[src/rtl/flappy_pkg.sv]
`default_nettype none
// ============================================================================
//  Module      : flappy_pkg
//  Description : Shared constants for the Flappy Bird game blocks (spawner,
//                renderer, collision checker). Holds the screen/pipe geometry,
//                the bird scoring column, the score ceiling and the game-state
//                encoding.
//  Revision    : 1.0 - initial release
// ============================================================================
package flappy_pkg;

    // Geometry shared with the renderer and the collision checker
    localparam int SCREEN_W  = 640;
    localparam int PIPE_W    = 52;
    localparam int GAP_H     = 120;
    localparam int BIRD_X    = 160;

    // Score display is three decimal digits
    localparam int SCORE_MAX = 999;

    // Game state encoding
    localparam logic [1:0] c_IDLE   = 2'd0;
    localparam logic [1:0] c_RUN    = 2'd1;
    localparam logic [1:0] c_FROZEN = 2'd2;

    // Saturating add of a small increment onto a 10-bit score
    function automatic logic [9:0] score_add(input logic [9:0] score,
                                             input logic [9:0] inc);
        logic [10:0] sum;
        sum = {1'b0, score} + {1'b0, inc};
        if (sum > 11'(SCORE_MAX)) begin
            return 10'(SCORE_MAX);
        end
        return sum[9:0];
    endfunction

endpackage
`default_nettype wire

[src/rtl/pipe_spawner_if.sv]
`default_nettype none
// ============================================================================
//  Module      : pipe_spawner_if
//  Description : Control inputs and pipe-field outputs of the pipe spawner.
//                slave  - seen by pipe_spawner (controls in, field out)
//                master - seen by the game controller / test driver
//  Ports       : start, game_over, scroll_tick, rand_num[9:0]      (to DUT)
//                pipe_valid[NPIPE], pipe_x[NPIPE*11],
//                pipe_gap_top[NPIPE*10], score[9:0], score_pulse,
//                running                                          (from DUT)
//  Revision    : 1.0 - initial release
// ============================================================================
interface pipe_spawner_if #(
    parameter int NPIPE = 4
);
    logic                  start;
    logic                  game_over;
    logic                  scroll_tick;
    logic [9:0]            rand_num;
    logic [NPIPE-1:0]      pipe_valid;
    logic [NPIPE*11-1:0]   pipe_x;
    logic [NPIPE*10-1:0]   pipe_gap_top;
    logic [9:0]            score;
    logic                  score_pulse;
    logic                  running;

    modport slave (
        input  start, game_over, scroll_tick, rand_num,
        output pipe_valid, pipe_x, pipe_gap_top, score, score_pulse, running
    );

    modport master (
        output start, game_over, scroll_tick, rand_num,
        input  pipe_valid, pipe_x, pipe_gap_top, score, score_pulse, running
    );
endinterface
`default_nettype wire

[src/rtl/pipe_slot.sv]
`default_nettype none
// ============================================================================
//  Module      : pipe_slot
//  Description : One obstacle slot. Holds left-edge x, gap top, valid and
//                scored. Moves left by SPEED on move, retires when it can no
//                longer move, reloads at the right edge on load.
//  Ports       : clk, rst         clock / synchronous active-high reset
//                clear            drop the pipe (new game)
//                move             scroll strobe for this cycle
//                load, gap_in     spawn a new pipe with this gap top
//                valid, x, gap_top  slot contents
//                retire_next      slot is free after this cycle's move
//                score_hit        this move carries the pipe past the bird
//  Revision    : 1.0 - initial release
// ============================================================================
module pipe_slot #(
    parameter int SCREEN_W = 640,
    parameter int PIPE_W   = 52,
    parameter int SPEED    = 2,
    parameter int BIRD_X   = 160
) (
    input  wire logic        clk,
    input  wire logic        rst,
    input  wire logic        clear,
    input  wire logic        move,
    input  wire logic        load,
    input  wire logic [9:0]  gap_in,
    output logic             valid,
    output logic [10:0]      x,
    output logic [9:0]       gap_top,
    output logic             retire_next,
    output logic             score_hit
);

    logic        r_valid;
    logic        r_scored;
    logic [10:0] r_x;
    logic [9:0]  r_gap_top;

    // Right edge before and after the move, one extra bit so x+PIPE_W
    // cannot wrap near the spawn column.
    logic [11:0] w_right_old;
    logic [11:0] w_right_new;

    assign w_right_old = {1'b0, r_x} + 12'(PIPE_W);
    assign w_right_new = w_right_old - 12'(SPEED);

    assign retire_next = r_valid && (r_x < 11'(SPEED));

    // A retiring pipe never scores: its right edge is already left of the bird.
    assign score_hit = r_valid && !r_scored && !retire_next &&
                       (w_right_old >= 12'(BIRD_X)) &&
                       (w_right_new <  12'(BIRD_X));

    always_ff @(posedge clk) begin
        if (rst) begin
            r_valid   <= 1'b0;
            r_scored  <= 1'b0;
            r_x       <= '0;
            r_gap_top <= '0;
        end else if (clear) begin
            r_valid  <= 1'b0;
            r_scored <= 1'b0;
        end else if (load) begin
            // load only targets a slot that is empty after this cycle's move
            r_valid   <= 1'b1;
            r_scored  <= 1'b0;
            r_x       <= 11'(SCREEN_W);
            r_gap_top <= gap_in;
        end else if (move && r_valid) begin
            if (retire_next) begin
                r_valid <= 1'b0;
            end else begin
                r_x <= r_x - 11'(SPEED);
            end
            if (score_hit) begin
                r_scored <= 1'b1;
            end
        end
    end

    assign valid   = r_valid;
    assign x       = r_x;
    assign gap_top = r_gap_top;

endmodule
`default_nettype wire

[src/rtl/pipe_spawner.sv]
`default_nettype none
// ============================================================================
//  Module      : pipe_spawner
//  Description : Owns the scrolling pipe list of the Flappy Bird game. Spawns
//                pipes at the right edge with a random gap, scrolls them on
//                scroll_tick, retires them at the left edge and counts score
//                as pipes pass the bird.
//  Ports       : clk, rst   clock / synchronous active-high reset
//                bus        pipe_spawner_if.slave (controls in, field out)
//  Revision    : 1.0 - initial release
// ============================================================================
module pipe_spawner #(
    parameter int NPIPE    = 4,
    parameter int SCREEN_W = flappy_pkg::SCREEN_W,
    parameter int PIPE_W   = flappy_pkg::PIPE_W,
    parameter int SPEED    = 2,
    parameter int SPACING  = 110,
    parameter int GAP_MIN  = 80,
    parameter int GAP_H    = flappy_pkg::GAP_H,
    parameter int BIRD_X   = flappy_pkg::BIRD_X
) (
    input  wire logic         clk,
    input  wire logic         rst,
    pipe_spawner_if.slave     bus
);
    import flappy_pkg::*;

    localparam int c_CNT_W = $clog2(SPACING + 1);
    localparam int c_NW    = $clog2(NPIPE + 1);

    logic [1:0]          r_state;
    logic [1:0]          w_state_nxt;
    logic [c_CNT_W-1:0]  r_spawn_cnt;
    logic [9:0]          r_score;
    logic                r_score_pulse;

    logic                w_start_ok;
    logic                w_tick;
    logic                w_cnt_full;
    logic                w_spawn;
    logic [NPIPE-1:0]    w_valid;
    logic [NPIPE-1:0]    w_retire;
    logic [NPIPE-1:0]    w_hit;
    logic [NPIPE-1:0]    w_free;
    logic [NPIPE-1:0]    w_lowest;
    logic [NPIPE-1:0]    w_load;
    logic [9:0]          w_gap;
    logic [c_NW-1:0]     w_nhit;
    logic [1:0]          w_unused_rand;

    // GAP_H only constrains the screen layout; the gap bottom is derived
    // downstream as gap_top + GAP_H.
    assign w_unused_rand = bus.rand_num[9:8];

    // start restarts the game from IDLE or FROZEN; ignored while running
    assign w_start_ok = bus.start && (r_state != c_RUN);
    // game_over wins over a simultaneous scroll_tick
    assign w_tick     = (r_state == c_RUN) && bus.scroll_tick && !bus.game_over;
    assign w_cnt_full = (r_spawn_cnt == c_CNT_W'(SPACING));

    always_comb begin
        w_state_nxt = r_state;
        case (r_state)
            c_IDLE:   if (bus.start)     w_state_nxt = c_RUN;
            c_RUN:    if (bus.game_over) w_state_nxt = c_FROZEN;
            c_FROZEN: if (bus.start)     w_state_nxt = c_RUN;
            default:                     w_state_nxt = c_IDLE;
        endcase
    end

    // Free-slot search sees this cycle's retirements, so a pipe leaving the
    // left edge can hand its slot straight to the new spawn.
    assign w_free   = ~w_valid | w_retire;
    assign w_lowest = w_free & (~w_free + NPIPE'(1));
    assign w_spawn  = w_tick && w_cnt_full && (|w_free);
    assign w_load   = w_spawn ? w_lowest : '0;
    assign w_gap    = 10'(GAP_MIN) + {2'b00, bus.rand_num[7:0]};
    assign w_nhit   = c_NW'($countones(w_hit));

    generate
        for (genvar gi = 0; gi < NPIPE; gi++) begin : g_slot
            pipe_slot #(
                .SCREEN_W (SCREEN_W),
                .PIPE_W   (PIPE_W),
                .SPEED    (SPEED),
                .BIRD_X   (BIRD_X)
            ) u_slot (
                .clk         (clk),
                .rst         (rst),
                .clear       (w_start_ok),
                .move        (w_tick),
                .load        (w_load[gi]),
                .gap_in      (w_gap),
                .valid       (w_valid[gi]),
                .x           (bus.pipe_x[11*gi +: 11]),
                .gap_top     (bus.pipe_gap_top[10*gi +: 10]),
                .retire_next (w_retire[gi]),
                .score_hit   (w_hit[gi])
            );
        end
    endgenerate

    always_ff @(posedge clk) begin
        if (rst) begin
            r_state       <= c_IDLE;
            r_spawn_cnt   <= c_CNT_W'(SPACING);
            r_score       <= '0;
            r_score_pulse <= 1'b0;
        end else begin
            r_state       <= w_state_nxt;
            r_score_pulse <= w_tick && (|w_hit);
            if (w_start_ok) begin
                r_spawn_cnt <= c_CNT_W'(SPACING);
                r_score     <= '0;
            end else if (w_tick) begin
                r_score <= score_add(r_score, 10'(w_nhit));
                if (w_cnt_full) begin
                    // with no free slot the counter parks at SPACING
                    if (|w_free) begin
                        r_spawn_cnt <= c_CNT_W'(1);
                    end
                end else begin
                    r_spawn_cnt <= r_spawn_cnt + c_CNT_W'(1);
                end
            end
        end
    end

    assign bus.pipe_valid  = w_valid;
    assign bus.score       = r_score;
    assign bus.score_pulse = r_score_pulse;
    assign bus.running     = (r_state == c_RUN);

endmodule
`default_nettype wire

[src/flat_wrapper.sv]
// flat-port wrapper written by rule: the top's interface ports become plain ports
module pipe_spawner_flat import flappy_pkg::*;
#(
    parameter int NPIPE    = 4,
    parameter int SCREEN_W = flappy_pkg::SCREEN_W,
    parameter int PIPE_W   = flappy_pkg::PIPE_W,
    parameter int SPEED    = 2,
    parameter int SPACING  = 110,
    parameter int GAP_MIN  = 80,
    parameter int GAP_H    = flappy_pkg::GAP_H,
    parameter int BIRD_X   = flappy_pkg::BIRD_X
)
  (clk, rst, bus_start, bus_game_over, bus_scroll_tick, bus_rand_num, bus_pipe_valid, bus_pipe_x, bus_pipe_gap_top, bus_score, bus_score_pulse, bus_running);
  pipe_spawner_if #(.NPIPE(NPIPE)) bus_i ();
  input  wire logic clk;
  input  wire logic rst;
  input wire logic [$bits(bus_i.start)-1:0] bus_start;
  input wire logic [$bits(bus_i.game_over)-1:0] bus_game_over;
  input wire logic [$bits(bus_i.scroll_tick)-1:0] bus_scroll_tick;
  input wire logic [$bits(bus_i.rand_num)-1:0] bus_rand_num;
  output wire logic [$bits(bus_i.pipe_valid)-1:0] bus_pipe_valid;
  output wire logic [$bits(bus_i.pipe_x)-1:0] bus_pipe_x;
  output wire logic [$bits(bus_i.pipe_gap_top)-1:0] bus_pipe_gap_top;
  output wire logic [$bits(bus_i.score)-1:0] bus_score;
  output wire logic [$bits(bus_i.score_pulse)-1:0] bus_score_pulse;
  output wire logic [$bits(bus_i.running)-1:0] bus_running;
  assign bus_i.start = bus_start;
  assign bus_i.game_over = bus_game_over;
  assign bus_i.scroll_tick = bus_scroll_tick;
  assign bus_i.rand_num = bus_rand_num;
  assign bus_pipe_valid = bus_i.pipe_valid;
  assign bus_pipe_x = bus_i.pipe_x;
  assign bus_pipe_gap_top = bus_i.pipe_gap_top;
  assign bus_score = bus_i.score;
  assign bus_score_pulse = bus_i.score_pulse;
  assign bus_running = bus_i.running;
  pipe_spawner #(.NPIPE(NPIPE), .SCREEN_W(SCREEN_W), .PIPE_W(PIPE_W), .SPEED(SPEED), .SPACING(SPACING), .GAP_MIN(GAP_MIN), .GAP_H(GAP_H), .BIRD_X(BIRD_X)) u_core (.clk(clk), .rst(rst), .bus(bus_i));
endmodule
[config.mk]
export PLATFORM = sky130hd
export DESIGN_NAME = pipe_spawner_flat
export DESIGN_NICKNAME = d
export VERILOG_FILES = /design/src/rtl/flappy_pkg.sv /design/src/rtl/pipe_spawner_if.sv /design/src/rtl/pipe_slot.sv /design/src/rtl/pipe_spawner.sv /design/src/flat_wrapper.sv
export SDC_FILE = /design/constraint.sdc
export NUM_CORES = 1
export LEC_CHECK = 0
export BUFFER_PORTS_ARGS = -buffer_cell sky130_fd_sc_hd__buf_2
export CORE_AREA = 2 2 117 119
export DETAILED_ROUTE_END_ITERATION = 10
export DIE_AREA = 0 0 119 121
export GPL_TIMING_DRIVEN = 1
export PLACE_DENSITY = 0.75
export SLEW_MARGIN = 20
export SYNTH_ARGS = -nofsm -noshare
export SYNTH_HDL_FRONTEND = slang
export SYNTH_SLANG_ARGS = --single-unit
[constraint.sdc]
create_clock -name clk -period 5.2 [get_ports clk]
set_input_delay 0.52 -clock clk [delete_from_list [all_inputs] [get_ports clk]]
set_output_delay 0.52 -clock clk [all_outputs]
set_load 0.01 [all_outputs]
==> flow_results.org, run 1 <==
** Outcome
- Run status :: complete, no violations

** Critical path
- Beginning of the worst register-to-register path :: u_core.g_slot[2].u_slot.x[3]
- The worst setup path is launched from a flip-flop.
- The critical path contains buffers and inverters numbering 4 combined.
- STA classifies the critical path endpoint as a flip-flop.
- Worst stage delay on the critical path :: 520 ps
- The cell family contributing the most delay on the critical path is compound AO/OA/AOI/OAI gates.
- The worst register-to-register path has a setup slack of 30 ps.
- Worst flop-to-flop path endpoint :: u_core.bus.score[3]
- Slowest stage cell, crit path :: o41a_1
- The critical path in this run is classified as reg -> reg.
- CP cell instances :: buf_4 > buf_4 > and3b_1 > a2bb2oi_1 > o32ai_1 > o31a_1 > o21ai_1 > or4b_4 > ha_1 > ha_1 > inv_1 > fa_1 > inv_2 > fa_2 > a21oi_2 > nand2b_4 > or4b_1 > o311a_1 > o41a_1 > o21ai_0 > a21oi_1
- Crit path max fanout :: 5
- Data on the critical path arrives at its endpoint at 5390 ps.
- R2r worst-path depth :: 21
- Data required time at the worst endpoint :: 5420 ps

** Power and ir drop
- Summed over all nets, the switching power comes to 0.000431 W.
- The analysis attributes to cell leakage a power of 3.42 nW.
- Per report_power, the clock group accounts for 43.4% of the total.
- Areal power density over the cells :: 199 nW/µm²
- The share of total power dissipated in sequential elements is 50.3%.
- Combinational cell fraction of total power :: 6.3%
- Internal power :: 0.00118 W
- VDD sags by at most 0.148 mV.
- Net switching is 26.8% of the power.

** Synthesis
- The synthesized design contains 104 register bits.
- Post-Syn Area per Cell :: 7.85 µm²
- The number of different library cells used by synthesis comes to 85.
- In the synthesized netlist the dominant register cell turns out to be dfxtp_1.
- Sorting the synthesized cells by area gives the leading types as dfxtp_1 32%, ha_1 6.7%, a21oi_1 5.6%, nand2_1 5.5%, nor2_1 4.9%.
- Cell type with the highest aggregate area in the netlist :: dfxtp_1
- After synthesis, the share of flip-flops with an asynchronous set or reset is 0%.
- In this run, synthesis inferred 0 flip-flops with an integrated enable.
- During synthesis, Yosys emitted a total of 0 warnings.
- The share of the Yosys chip area taken by registers is 31.7%.
- Synthesis produced a netlist whose cell count is 837.
- Syn Std Cell Area :: 6570 µm²
- The share of synthesized area in the top cell type comes to 31.7%.

** STA
- The worst pin sits at a relative slew slack of 23.5%.
- Setup repair after global routing could not meet its margin everywhere.
- Number of max-slew violations in the final report :: 0
- Fin crit share :: 99.4%
- Setup violators final :: 0
- Counting I/O delays and the setup requirement, the final critical path takes 5170 ps.
- After layout, the worst setup slack is 30.3 ps.
- Across all hold checks on the routed design, the worst slack comes to 441 ps.
- Clock skew on the completed layout was measured at 13.2 ps.
- Slew of the pin with the lowest slew margin :: 1150 ps
- Final hold violation count :: 0
- Derived from the worst setup path, the maximum achievable clock frequency is 193 MHz.

** Global routing
- The number of global-route vias before repair was 5,932.
- The first global-routing pass estimated 28.7 mm of wire.
- Largest net degree at the start of global routing :: 71
- Antenna violations before repair :: 0
- All-Layer GR Usage :: 24.1%
- Congestion Overflow GR :: 0

** Routing
- Using the TritonRoute via totals, the vias-per-cell ratio works out to 5.71.
- After detailed routing, the average wire length per cell comes to 15.5 µm.
- Number of design rule violations left after detail routing :: 0
- Total via count after detailed routing :: 6,576
- Number of nets with antenna violations after routing :: 0
- Total wirelength of the detailed-routed design :: 17.8 mm
- For this run, the detailed router's first-pass iteration total came to 5.
- DR iter-0 viols :: 543

** Floorplan
- Die area :: 14,400 µm²
- Cell Rows :: 42
- After floorplanning, the core was sized to cover 13,100 µm².
- X dimension of the die :: 119 µm
- I/O pin count :: 115
- For this configuration, the core starts out at a cell density of 50.2%.
- Die height :: 121 µm

** Final layout
- At the end of the flow the core is filled with cells to 61.7%.
- Relative to the synthesized area, the layout overhead comes to 23.0%.
- In the layout the commonest cells are 104 x buf_2, 98 x dfxtp_1, 97 x nand2_1.
- Layout cells sized above 1 :: 25.2%
- Layout Cell Area excl Fill :: 8080 µm²
- The library cell used most frequently in the layout, excluding fill and tap cells, is buf_2.
- Final-stage net count :: 1,022
- Count of placed standard cells in the final layout, fillers left out :: 1,151
- Count of antenna diodes in the layout :: 0

** Min path
- Path type of the worst min-delay path :: in -> reg
- Depth of the worst hold-timing path :: 3
- Terminating pin of the worst hold path :: u_core.g_slot[3].u_slot.gap_top[2]
- The startpoint identified for the worst hold timing path is bus_rand_num[2].

** Clock tree
- After clock tree synthesis, the clock-pin slew on the worst setup and hold paths is 90 ps.
- Clock Root Buffer :: clkbuf_16
- At the later pin of the worst-skew pair, clock insertion delay measures 360 ps.
- In this run, CTS created clock tree buffers numbering 9.
- Number of hold-repair buffers added at the cts stage :: 0
- The clock tree synthesis step divided the H-tree into 3 levels.
- TritonCTS built the clock tree.
- The clock net in this run drives a total of 104 sinks.
- The clock passes through at most 2 buffers.

** Run
- Max-cap violations in this run came to 0.

** Place
- Post-placement cell count :: 1,134
- Pre-CTS worst setup slack :: -219 ps
- Count of input and output buffers :: 104
- After legalization and detailed placement, the total HPWL measured 12.5 mm.
- The congestion estimate from routability-driven global placement came to 0.921.
- Placed inst area :: 7590 µm²
[power groups by stage]
stage	combinational, W	clock, W	sequential (W)
after floorplan	0.0000701	0	0.000830
after global placement	0.0000988	0	0.000830
after detailed placement	0.0000992	0	0.000831
after CTS	0.0000998	0.000708	0.000812
after global routing	0.000112	0.000743	0.000811
final	0.000101	0.000699	0.000810
[cell usage after synthesis, types with 3 or more instances]
cell type and n:
dfxtp_1 104, nand2_1 97, nor2_1 86, a21oi_1 73, nor3_1 41, clkbuf_1 38
ha_1 35, xnor2_1 35, inv_1 33, nand3_1 26, o21ai_0 26, xor2_1 23
nand4_1 19, or3_1 14, buf_4 12, a211oi_1 11, buf_2 11, nand2b_1 11
mux2i_1 10, a31oi_1 9, and2_1 6, and3_1 6, a211o_1 5, a311oi_1 5
nand3b_1 5, o21ai_1 5, o22ai_1 4, a21o_1 3, nor3b_1 3, nor4_1 3
o311ai_0 3, o41a_1 3, or4b_1 3
[tightest hold or removal path: cells and delay by family]
kind            cells  cell delay [ps]
buf+inv             1              130
compound gates      1               50
simple gates        1               60
[repair_timing]
action,CTS,global route
setup endpoints to repair,5,7
resized for setup,8,34
pin swaps,2,12
buffers inserted,0,1
[layer usage]
layer  global-route usage, %  routed length, µm
met3                    4.42               1190
met4                    6.85                209
met5                       0                  0
met2                    39.5               8430
met1                    32.5               7980
[worst max path at each step]
stage	startpoint	to	slack [ps]	cells after the start
floorplan	u_core.g_slot[1].u_slot.x[2]	u_core.bus.score[4]	1	23
global placement	u_core.g_slot[2].u_slot.x[2]	u_core.bus.score[4]	-110	20
detailed placement	u_core.g_slot[2].u_slot.x[2]	u_core.bus.score[4]	-220	20
CTS	u_core.g_slot[1].u_slot.x[2]	u_core.bus.score[3]	40	21
global route	u_core.g_slot[1].u_slot.x[2]	u_core.bus.score[4]	-150	21
finish	u_core.g_slot[2].u_slot.x[3]	u_core.bus.score[3]	30	21
[kinds of logic after synthesis]
| group | count (synthesis) | synth area share (%) |
|---|---|---|
| AO/OA/AOI/OAI | 183 | 18.6 |
| XOR/XNOR | 58 | 7.73 |
| adder cells (fa/ha/maj) | 37 | 7.28 |
| buffers and inverters | 97 | 6.55 |
| flip-flops | 104 | 31.7 |
| multiplexers | 11 | 1.70 |
| other | 1 | 0.0571 |
| AND/OR/NAND/NOR | 346 | 26.4 |
[layout make-up]
cell class | count | area [µm²]
clock buffer | 9 | 225
clock inverter | 7 | 80.1
fill | 1150 | 5010
inverter | 33 | 124
multi-input combinational | 643 | 4250
sequential | 104 | 2100
tap | 176 | 220
timing repair buffer | 179 | 1080
[registers in the layout, indices dropped and copies added (netlist names)]
name,count
u_core.r_spawn_cnt,7
u_core.g_slot.u_slot.x,40
u_core.r_state,2
u_core.g_slot.u_slot.r_scored,4
u_core.bus.score_pulse,1
u_core.g_slot.u_slot.gap_top,36
u_core.bus.score,10
u_core.g_slot.u_slot.valid,4
[metrics by stage]
step / setup TNS, ps / power, W
finish: 0 / 0.00161
global route: -454 / 0.00167
CTS: 0 / 0.00162
detailed placement: -745 / 0.000930
global placement: -246 / 0.000929
floorplan: 0 / 0.000900
(Power assumes the default switching activity.)
==> inputs of run 2 (changes only) <==
- CORE_AREA: 2 2 117 119 -> 2 2 135 104
- DIE_AREA: 0 0 119 121 -> 0 0 137 106
- clock period: 5.2 -> 4.6 ns (I/O delays scaled with it)
==> flow_results.org, run 2 (synthesis gave the netlist of run 1 again) <==
** Outcome
- The run finished, with violations left.
- The final reports fail on negative setup slack.

** Clock tree
- Clock sink total :: 104
- TritonCTS built the clock tree.
- The H-tree was split into 3 levels.
- Clock latency on the worst-skew pair :: 360 ps
- Buffers inserted during clock tree synthesis total 9.
- Number of buffers on the longest clock path :: 2
- Clock Root Buffer :: clkbuf_16
- Clock slew at the register clock pins of the worst setup and hold paths :: 80 ps

** Critical path
- CP cell instances :: ha_2 > buf_4 > o311ai_2 > xnor2_1 > o31a_1 > o21ai_1 > or4b_4 > ha_4 > ha_2 > inv_2 > fa_1 > inv_2 > fa_2 > a21oi_2 > nand2b_4 > or4b_4 > o311a_1 > o41a_1 > buf_6 > a21oi_2
- Critical path buffers and inverters :: 4
- STA classifies the critical path startpoint as a flip-flop.
- Beginning of the worst register-to-register path :: u_core.g_slot[2].u_slot.x[3]
- Data required time at the worst endpoint :: 4880 ps
- Counting buffers and inverters, the worst setup path is 20 cells deep.
- CP Class :: reg -> reg
- The endpoint identified for the worst register-to-register timing path is u_core.bus.score[2].
- Critical path data arrival time :: 5310 ps
- R2r worst-path depth :: 20
- For this run, the slowest stage of the critical path takes 510 ps.
- Family with the most delay on the worst path :: adder cells
- STA classifies the critical path endpoint as a flip-flop.
- Crit path max fanout :: 8
- Slowest stage cell, crit path :: or4b_4
- Slack of the worst reg-to-reg path :: -430 ps

** STA
- In this run the tightest slew margin relative to its limit is 35.1%.
- Between clock sinks in the finished design, the worst skew comes to 10.9 ps.
- Setup violations remaining at the end of the flow were counted as 7.
- Setup repair after global routing could not meet its margin everywhere.
- Of the available clock period, the critical path in the final layout requires 109%.
- Maximum achievable frequency :: 199 MHz
- The number of max-slew violations in the final report was 0.
- For the finished layout, the period the worst path requires is 5030 ps.
- At the pin with the least slew margin, the transition time is 967 ps.
- Setup slack on the critical path of the routed design comes to -425 ps.
- Final hold violation count :: 0

** Final layout
- Excluding fillers, the count of instances in the completed layout stands at 1,227.
- From synthesis to final layout, the design area changed by 33.2%.
- Most common cell after layout, fill and taps aside :: buf_4
- Layout cells sized above 1 :: 32.3%
- For this run, the post-layout net count is 1,098.
- Leaving out fill and tap cells, the most frequent cells in the layout are 148 x buf_4, 104 x buf_2, 99 x dfxtp_1.
- The register with the most flip-flops in the layout has 40 of them.

** Global routing
- Summed over all layers, the global routing overflow is 0.
- Entering global routing, the biggest net connects 71 pins.
- Via count of the first global-routing pass :: 6,122
- Antenna violations before repair :: 1
- Global-route wire length before repair :: 30.1 mm
- All-Layer GR Usage :: 25.6%

** Floorplan
- 115 I/O pins were placed.
- From bottom edge to top edge, the die measures 106 µm.
- Area of the core :: 13,300 µm²
- Cell Rows :: 37
- Effective utilization at floorplan :: 49.3%
- The die covers 14,500 µm².
- X dimension of the die :: 137 µm

** Min path
- Depth of the worst hold-timing path :: 2
- The path class of the tightest hold or removal check is in -> reg.
- Terminating pin of the worst hold path :: u_core.g_slot[3].u_slot.gap_top[4]
- The worst hold path begins at bus_rand_num[4].

** Place
- Detailed placement HPWL :: 13.8 mm
- In this run, placement finished with an instance count of 1,203.
- Placer Congestion :: 0.933
- Count of input and output buffers :: 104

** Routing
- After detailed routing, the total wire length is 19.4 mm.
- Dividing the detail-routed wire length by the instance count gives 15.8 µm.
- The final route contains 6,875 vias.
- Using the TritonRoute via totals, the vias-per-cell ratio works out to 5.60.
- Number of design rule violations left after detail routing :: 0
- In this run the remaining antenna-violating nets after routing total 0.
- Before antenna repair, the detailed router went through 5 iterations.
- DR iter-0 viols :: 510

** Power and ir drop
- In this run the static leakage power is 3.80 nW.
- Peak supply drop :: 0.206 mV
- Total power :: 0.00183 W
- Areal power density over the cells :: 209 nW/µm²

** Run
- Max-cap violations in this run came to 0.
[run 2: stage by stage]
| step | utilization, % | TNS, ps | cell area, µm² | hold slack (ps) | setup slack (ps) |
|---|---|---|---|---|---|
| after global placement | 61.7 | -1490 | 8220 | 437 | -308 |
| final | 65.6 | -2300 | 8750 | 361 | -425 |
| after CTS | 64.4 | -2200 | 8590 | 355 | -411 |
| after floorplan | - | -639 | 6730 | 434 | -172 |
| after global routing | 65.6 | -3450 | 8750 | 377 | -594 |
| after detailed placement | 61.7 | -2300 | 8220 | 441 | -424 |
[run 2: worst max-delay path by stage]
stage | slack (ps) | end | startpoint
global placement | -310 | u_core.bus.score[3] | u_core.g_slot[2].u_slot.x[3]
detailed placement | -420 | u_core.bus.score[3] | u_core.g_slot[2].u_slot.x[3]
CTS | -410 | u_core.bus.score[3] | u_core.g_slot[1].u_slot.x[2]
global route | -590 | u_core.bus.score[4] | u_core.g_slot[2].u_slot.x[2]
floorplan | -170 | u_core.bus.score[3] | u_core.g_slot[1].u_slot.x[2]
finish | -430 | u_core.bus.score[2] | u_core.g_slot[2].u_slot.x[3]
[run 2: repair_timing]
action | 4_1_cts | 5_1_grt
endpoints found under the setup margin | 9 | 9
hold buffers | 0 | 0
pin swaps | 5 | 10
gates resized for setup | 10 | 30
cloned | 0 | 0
setup buffers | 3 | 4
[run 2: final cells by class]
cell class	count	area, µm²
clock inverter	7	75.1
timing repair buffer	255	1670
sequential	104	2100
clock buffer	9	225
multi-input combinational	643	4330
tap	175	219
fill	1116	4590
inverter	33	124
antenna	1	2.50
[run 2: routing by layer]
layer / share of wire, % / wire length (µm) / track usage, % / vias up
li1: - / - / - / 3377
met1: 46 / 8970 / 36.2 / 3243
met2: 45 / 8770 / 39.0 / 231
met3: 7.0 / 1360 / 5.29 / 24
met4: 1.4 / 278 / 8.10 / 0
met5: 0 / 0 / 0 / -
[run 2: where the power goes]
part           internal [W]  total [W]  switching [W]
logic             0.0000477   0.000131      0.0000835
registers          0.000905   0.000914     0.00000874
clock network      0.000386   0.000785       0.000398
total               0.00134    0.00183       0.000490
